File: config.mk
export PLATFORM = sky130hd
export DESIGN_NAME = key_mode_sched_flat
export DESIGN_NICKNAME = d
export VERILOG_FILES = /design/src/rtl/key_mode_sched_if.sv /design/src/rtl/key_mode_sched.sv /design/src/flat_wrapper.sv
export SDC_FILE = /design/constraint.sdc
export NUM_CORES = 1
export LEC_CHECK = 0
export CORE_UTILIZATION = 29
export DETAILED_ROUTE_END_ITERATION = 12
export HOLD_SLACK_MARGIN = 0.15
export SYNTH_ARGS = -nofsm -noshare
export SYNTH_HDL_FRONTEND = slang
export SYNTH_SLANG_ARGS = --single-unit
File: constraint.sdc
create_clock -name clk -period 2.7 [get_ports clk]
set_clock_uncertainty 0.15 [all_clocks]
set_input_delay 0.405 -clock clk [delete_from_list [all_inputs] [get_ports clk]]
set_output_delay 0.405 -clock clk [all_outputs]
set_load 0.01 [all_outputs]
File: src/rtl/key_mode_sched_if.sv
// Key/LED bundle between the board pins and the mode scheduler.
// master: the scheduler (samples key, drives mode/led/strobes).
// slave: the board side or testbench (drives key, observes the rest).
interface key_mode_sched_if;
  logic       key;
  logic [1:0] mode;
  logic       led;
  logic       short_pulse;
  logic       long_pulse;

  modport master (
    input  key,
    output mode,
    output led,
    output short_pulse,
    output long_pulse
  );

  modport slave (
    output key,
    input  mode,
    input  led,
    input  short_pulse,
    input  long_pulse
  );
endinterface

File: src/rtl/key_mode_sched.sv
// Purpose: debounce one push-button, classify short/long presses, step a 4-state LED mode and blink the LED.
// Latency: key_db follows key 2+DEBOUNCE_CYC cycles later; strobes combinational from state; mode/led update 1 cycle after a strobe.
// Backpressure: none; strobes are single-cycle and unconditionally accepted. Optional auto-repeat: KEY_AUTO_REPEAT_EN.
module key_mode_sched #(
  parameter int DEBOUNCE_CYC = 270000,
  parameter int LONG_CYC     = 27000000,
  parameter int BLINK_CYC    = 6750000
`ifdef KEY_AUTO_REPEAT_EN
  ,
  parameter int REPEAT_CYC   = 13500000
`endif
) (
  input  logic              clk,
  input  logic              rst_n,
  key_mode_sched_if.master  bus
);

  localparam int DB_W   = $clog2(DEBOUNCE_CYC) + 1;
  localparam int HOLD_W = $clog2(LONG_CYC) + 1;
  localparam int BL_W   = $clog2(BLINK_CYC) + 1;

  localparam logic [DB_W-1:0]   DB_LIM   = DB_W'(DEBOUNCE_CYC - 1);
  localparam logic [HOLD_W-1:0] HOLD_LIM = HOLD_W'(LONG_CYC - 1);
  localparam logic [BL_W-1:0]   SLOW_LIM = BL_W'(BLINK_CYC - 1);
  localparam logic [BL_W-1:0]   FAST_LIM = BL_W'(BLINK_CYC / 4 - 1);

`ifdef KEY_AUTO_REPEAT_EN
  localparam int REP_W = $clog2(REPEAT_CYC) + 1;
  localparam logic [REP_W-1:0] REP_LIM = REP_W'(REPEAT_CYC - 1);
`endif

  typedef enum logic [1:0] {
    IDLE      = 2'd0,
    PRESSED   = 2'd1,
    LONG_HELD = 2'd2
  } state_t;

  logic              key_s1_q, key_s1_d;
  logic              key_s_q, key_s_d;
  logic              key_db_q, key_db_d;
  logic [DB_W-1:0]   db_cnt_q, db_cnt_d;
  state_t            state_q, state_d;
  logic [HOLD_W-1:0] hold_cnt_q, hold_cnt_d;
  logic [1:0]        mode_q, mode_d;
  logic              led_q, led_d;
  logic [BL_W-1:0]   bl_cnt_q, bl_cnt_d;
  logic              short_pulse;
  logic              long_pulse;
`ifdef KEY_AUTO_REPEAT_EN
  logic [REP_W-1:0]  rep_cnt_q, rep_cnt_d;
`endif

  // Two-flop synchroniser for the asynchronous key pin.
  always_comb begin
    key_s1_d = bus.key;
    key_s_d  = key_s1_q;
  end

  // Debounce: accept a new level only after it has been stable for DEBOUNCE_CYC cycles.
  always_comb begin
    key_db_d = key_db_q;
    db_cnt_d = '0;
    if (key_s_q != key_db_q) begin
      if (db_cnt_q == DB_LIM) begin
        key_db_d = key_s_q;
        db_cnt_d = '0;
      end else begin
        db_cnt_d = db_cnt_q + DB_W'(1);
      end
    end
  end

  // Press classifier: short strobe on early release, long strobe at the hold limit.
  always_comb begin
    state_d     = state_q;
    hold_cnt_d  = hold_cnt_q;
    short_pulse = 1'b0;
    long_pulse  = 1'b0;
`ifdef KEY_AUTO_REPEAT_EN
    rep_cnt_d   = '0;
`endif
    case (state_q)
      IDLE: begin
        // key_db can only be high here on a fresh rising edge: every path back to IDLE requires key_db low.
        if (key_db_q) begin
          state_d    = PRESSED;
          hold_cnt_d = '0;
        end
      end
      PRESSED: begin
        if (!key_db_q) begin
          short_pulse = 1'b1;
          state_d     = IDLE;
        end else if (hold_cnt_q == HOLD_LIM) begin
          long_pulse = 1'b1;
          state_d    = LONG_HELD;
        end else if (hold_cnt_q != '1) begin
          hold_cnt_d = hold_cnt_q + HOLD_W'(1);
        end
      end
      LONG_HELD: begin
        if (!key_db_q) begin
          state_d = IDLE;
`ifdef KEY_AUTO_REPEAT_EN
        end else if (rep_cnt_q == REP_LIM) begin
          short_pulse = 1'b1;
          rep_cnt_d   = '0;
        end else begin
          rep_cnt_d = rep_cnt_q + REP_W'(1);
`endif
        end
      end
      default: state_d = IDLE;
    endcase
  end

  // Mode sequencing and LED pattern; any mode change restarts the blink phase lit.
  always_comb begin
    mode_d   = mode_q;
    led_d    = led_q;
    bl_cnt_d = bl_cnt_q;
    if (long_pulse) begin
      mode_d = 2'd0;
    end else if (short_pulse) begin
      mode_d = mode_q + 2'd1;
    end

    if (mode_d != mode_q) begin
      bl_cnt_d = '0;
      led_d    = (mode_d != 2'd0);
    end else begin
      case (mode_q)
        2'd0: begin
          led_d    = 1'b0;
          bl_cnt_d = '0;
        end
        2'd1: begin
          led_d    = 1'b1;
          bl_cnt_d = '0;
        end
        2'd2: begin
          if (bl_cnt_q == SLOW_LIM) begin
            led_d    = ~led_q;
            bl_cnt_d = '0;
          end else begin
            bl_cnt_d = bl_cnt_q + BL_W'(1);
          end
        end
        default: begin
          if (bl_cnt_q == FAST_LIM) begin
            led_d    = ~led_q;
            bl_cnt_d = '0;
          end else begin
            bl_cnt_d = bl_cnt_q + BL_W'(1);
          end
        end
      endcase
    end
  end

  // State register; reset clears everything at once, including mid-press and mid-blink.
  always_ff @(posedge clk or negedge rst_n) begin
    if (!rst_n) begin
      key_s1_q   <= 1'b0;
      key_s_q    <= 1'b0;
      key_db_q   <= 1'b0;
      db_cnt_q   <= '0;
      state_q    <= IDLE;
      hold_cnt_q <= '0;
      mode_q     <= 2'd0;
      led_q      <= 1'b0;
      bl_cnt_q   <= '0;
`ifdef KEY_AUTO_REPEAT_EN
      rep_cnt_q  <= '0;
`endif
    end else begin
      key_s1_q   <= key_s1_d;
      key_s_q    <= key_s_d;
      key_db_q   <= key_db_d;
      db_cnt_q   <= db_cnt_d;
      state_q    <= state_d;
      hold_cnt_q <= hold_cnt_d;
      mode_q     <= mode_d;
      led_q      <= led_d;
      bl_cnt_q   <= bl_cnt_d;
`ifdef KEY_AUTO_REPEAT_EN
      rep_cnt_q  <= rep_cnt_d;
`endif
    end
  end

  assign bus.mode        = mode_q;
  assign bus.led         = led_q;
  assign bus.short_pulse = short_pulse;
  assign bus.long_pulse  = long_pulse;

endmodule
File: src/flat_wrapper.sv
// flat-port wrapper written by rule: the top's interface ports become plain ports
module key_mode_sched_flat 
#(
  parameter int DEBOUNCE_CYC = 270000,
  parameter int LONG_CYC     = 27000000,
  parameter int BLINK_CYC    = 6750000

)
  (clk, rst_n, bus_key, bus_mode, bus_led, bus_short_pulse, bus_long_pulse);
  key_mode_sched_if bus_i ();
  input  logic clk;
  input  logic rst_n;
  input wire logic [$bits(bus_i.key)-1:0] bus_key;
  output wire logic [$bits(bus_i.mode)-1:0] bus_mode;
  output wire logic [$bits(bus_i.led)-1:0] bus_led;
  output wire logic [$bits(bus_i.short_pulse)-1:0] bus_short_pulse;
  output wire logic [$bits(bus_i.long_pulse)-1:0] bus_long_pulse;
  assign bus_i.key = bus_key;
  assign bus_mode = bus_i.mode;
  assign bus_led = bus_i.led;
  assign bus_short_pulse = bus_i.short_pulse;
  assign bus_long_pulse = bus_i.long_pulse;
  key_mode_sched #(.DEBOUNCE_CYC(DEBOUNCE_CYC), .LONG_CYC(LONG_CYC), .BLINK_CYC(BLINK_CYC)) u_core (.clk(clk), .rst_n(rst_n), .bus(bus_i));
endmodule
==> flow_summary.yaml <==
yosys:
  syn_area_um2: 4054
  synth_cells: 414
  synth_area_leader_cell: "dfrtp_1"
  yosys_warnings: 0
  synth.most_common_cell: "dfrtp_1"
  syn_area_per_cell_um2: 9.792
  ys.flop_type: "dfrtp_1"
  ys_ff_latch: 78
  synthTopCellsByCount: "dfrtp_1 (78), nor2_1 (77), xor2_1 (35)"
  syn_nets: 424
  yosysUniqueCellTypes: 50
  ys_seq_area_share_pct: 48.15
  synth_top_area_share_pct: 48.15
  synth-edff-count: 0
  synthArstFlopShare_pct: 100.0
  netlist_top_cells_area: "dfrtp_1 (48%), xor2_1 (7.6%), nor2_1 (7.1%), xnor2_1 (5.0%), nand4_1 (3.2%)"
cts:
  cts_sinks: 78
  clockBufferDepth: 2
  cts-htree-levels: 3
  cts.clk_slew.worst_paths_ns: 0.06
  cts_setup_buffers: 0
  clk_latency_ns: 0.33
  cts_buffers: 9
  cts_root_buffer: "clkbuf_16"
  cts_tree: "done"
place:
  io_buffers: 7
  gp_congestion: 0.7571
  hpwlAfterDp_um: 5543
setup_path:
  cp.arrival_ns: 1.90
  r2r_start: "u_core.hold_cnt_q[0]"
  r2r_cells: 7
  cp-end-kind: "primary output"
  r2r_end: "u_core.hold_cnt_q[12]"
  critical_path.max_fanout: 5
  cp.required_ns: 2.14
  worstSetupPathType: "reg -> out"
  r2r_setup_slack_ns: 0.48
  start_kind: "register"
timing:
  finalSetupViolCount: 0
  rsz0062_at_grt: "false"
  drv_slew: 0
  slew_headroom_pct: 62.70
  tightest_slew_ns: 0.5544
  min_period_ns: 2.459
  hold_viol: 0
  finalCritPeriodShare_pct: 91.06
  fmax_mhz: 406.7
  finalSetupTns_ns: 0
floorplan:
  die_w_um: 120.2
  pin_count: 8
  die_area_um2: 14460
  core_area_um2: 13450
  die_y_um: 120.2
  placementRows: 42
  initial_core_util_pct: 30.13
cells_and_area:
  fill_cells: 1375
  syn_to_final_growth_pct: 16.76
  drive_gt1_share_pct: 10.66
  final_nets: 446
  utilization_pct: 35.18
  antenna_cells: 0
status:
  status: "finished, final reports clean"
min_path:
  hold_path.class: "reg -> reg"
  hold_path_depth: 0
  hold-path-endpoint: "u_core.key_s_q"
  hp-start: "u_core.key_s1_q"
routing:
  routed_wl_um: 8068
  drtIter0Drc: 253
  wl_met2_um: 3808
  detail_route.wl_per_cell_um: 13.08
  top_layer: "met4"
  drc_errors: 0
  drt-pass1-iter-count: 4
  drtAntennaViolNets: 0
  viasPerCell: 4.971
  met1_length_um: 3997
  vias: 3067
  wl_met3_um: 153
power:
  ir_drop_v: 0.0002800
  p_per_area_nw_per_um2: 534.6
  power.leakage_nw: 1.975
grt:
  grt_overflow: 0
  grt_max_degree: 79
  grt_pass1_wl_um: 14310
  antenna_found_initial: 0
  grt_pass1_vias: 3055
  grt.total_usage_pct: 12.22
run:
  max-cap-violations: 0
critical path, stage by stage, from the launching register on:
cell and delay [ns]:
dfrtp_1 0.41, ha_1 0.25, nand2_1 0.09, nor2_1 0.15, nand4_1 0.12, nor4_2 0.23, dlygate4sd2_1 0.31
metal layers:
metal | track usage [%] | vias up
li1 | - | 1497
met4 | 4.861 | 0
met5 | 0 | -
met2 | 19.86 | 39
met3 | 2.311 | 8
met1 | 16.00 | 1523
worst max-delay path by stage:
stage	end	from	depth (start not counted)	slack, ns
floorplan	bus_long_pulse	u_core.hold_cnt_q[0]	5	0.55
global placement	bus_long_pulse	u_core.hold_cnt_q[8]	4	0.16
global route	bus_long_pulse	u_core.hold_cnt_q[0]	6	0.09
detailed placement	bus_long_pulse	u_core.hold_cnt_q[8]	4	0.11
CTS	bus_long_pulse	u_core.hold_cnt_q[0]	6	0.1
finish	bus_long_pulse	u_core.hold_cnt_q[0]	6	0.24
repair_timing:
action | CTS | global route
pin swaps | 0 | 1
hold endpoints to repair | 78 | 0
gates resized for setup | 2 | 1
setup endpoints to repair | 1 | 1
gates cloned | 0 | 0
hold buffers | 1 | 0
area by class of cell:
| cell class | count | area [um2] | area share, % |
|---|---|---|---|
| Multi-Input combinational cell | 322 | 2047 | 43.25 |
| Sequential cell | 78 | 1952 | 41.24 |
| Clock buffer | 11 | 242.7 | 5.128 |
| Tap cell | 176 | 220.2 | 4.652 |
| Timing Repair Buffer | 18 | 163.9 | 3.463 |
| Clock inverter | 5 | 81.33 | 1.718 |
| Inverter | 7 | 26.28 | 0.5551 |
state kept, by name (all words and copies together) (netlist names):
signal / cells
u_core.hold_cnt_q: 26
u_core.bl_cnt_q: 24
u_core.db_cnt_q: 20
u_core.bus.mode: 2
u_core.state_q: 2
u_core.bus.led: 1
u_core.key_db_q: 1
u_core.key_s1_q: 1
u_core.key_s_q: 1
power by group:
part,switching [W],internal [W]
Combinational,0.0000308,0.0000110
Clock,0.000473,0.000837
Sequential,0.00000473,0.00117
metrics by stage:
step	instance area (um2)	total power (W)	std cells	hold slack (ns)	setup WS (ns)
finish	4733	0.002531	617	0.2495	0.2414
global route	4733	0.002624	617	0.2583	0.09135
CTS	4727	0.002564	617	0.2431	0.09807
detailed placement	4388	0.001243	600	0.2298	0.1109
global placement	4388	0.001242	600	0.2350	0.1570
floorplan	4054	0.001209	414	-0.04059	0.5472
cell usage in the layout, fill, tap and decap left out, drive strengths merged, types with 9 or more instances in the layout:
master  count
dfrtp      78
nor2       77
xor2       35
nand2      32
nand3      26
nand4      24
xnor2      23
nor3       11
buf        11
clkbuf     11
nor4       11
and3        9
cells by family (layout without fill, tap and decap cells):
group	Yosys count	count (layout)	share of synthesized area [%]
AND/OR/NAND/NOR	225	225	29.32
buffers and inverters	14	41	1.667
XOR/XNOR	58	58	12.53
AO/OA/AOI/OAI	28	28	5.154
multiplexers	4	4	1.019
adder cells (fa/ha/maj)	7	7	2.160
flip-flops	78	78	48.15
Note: power is estimated with default switching activity, not from simulation.
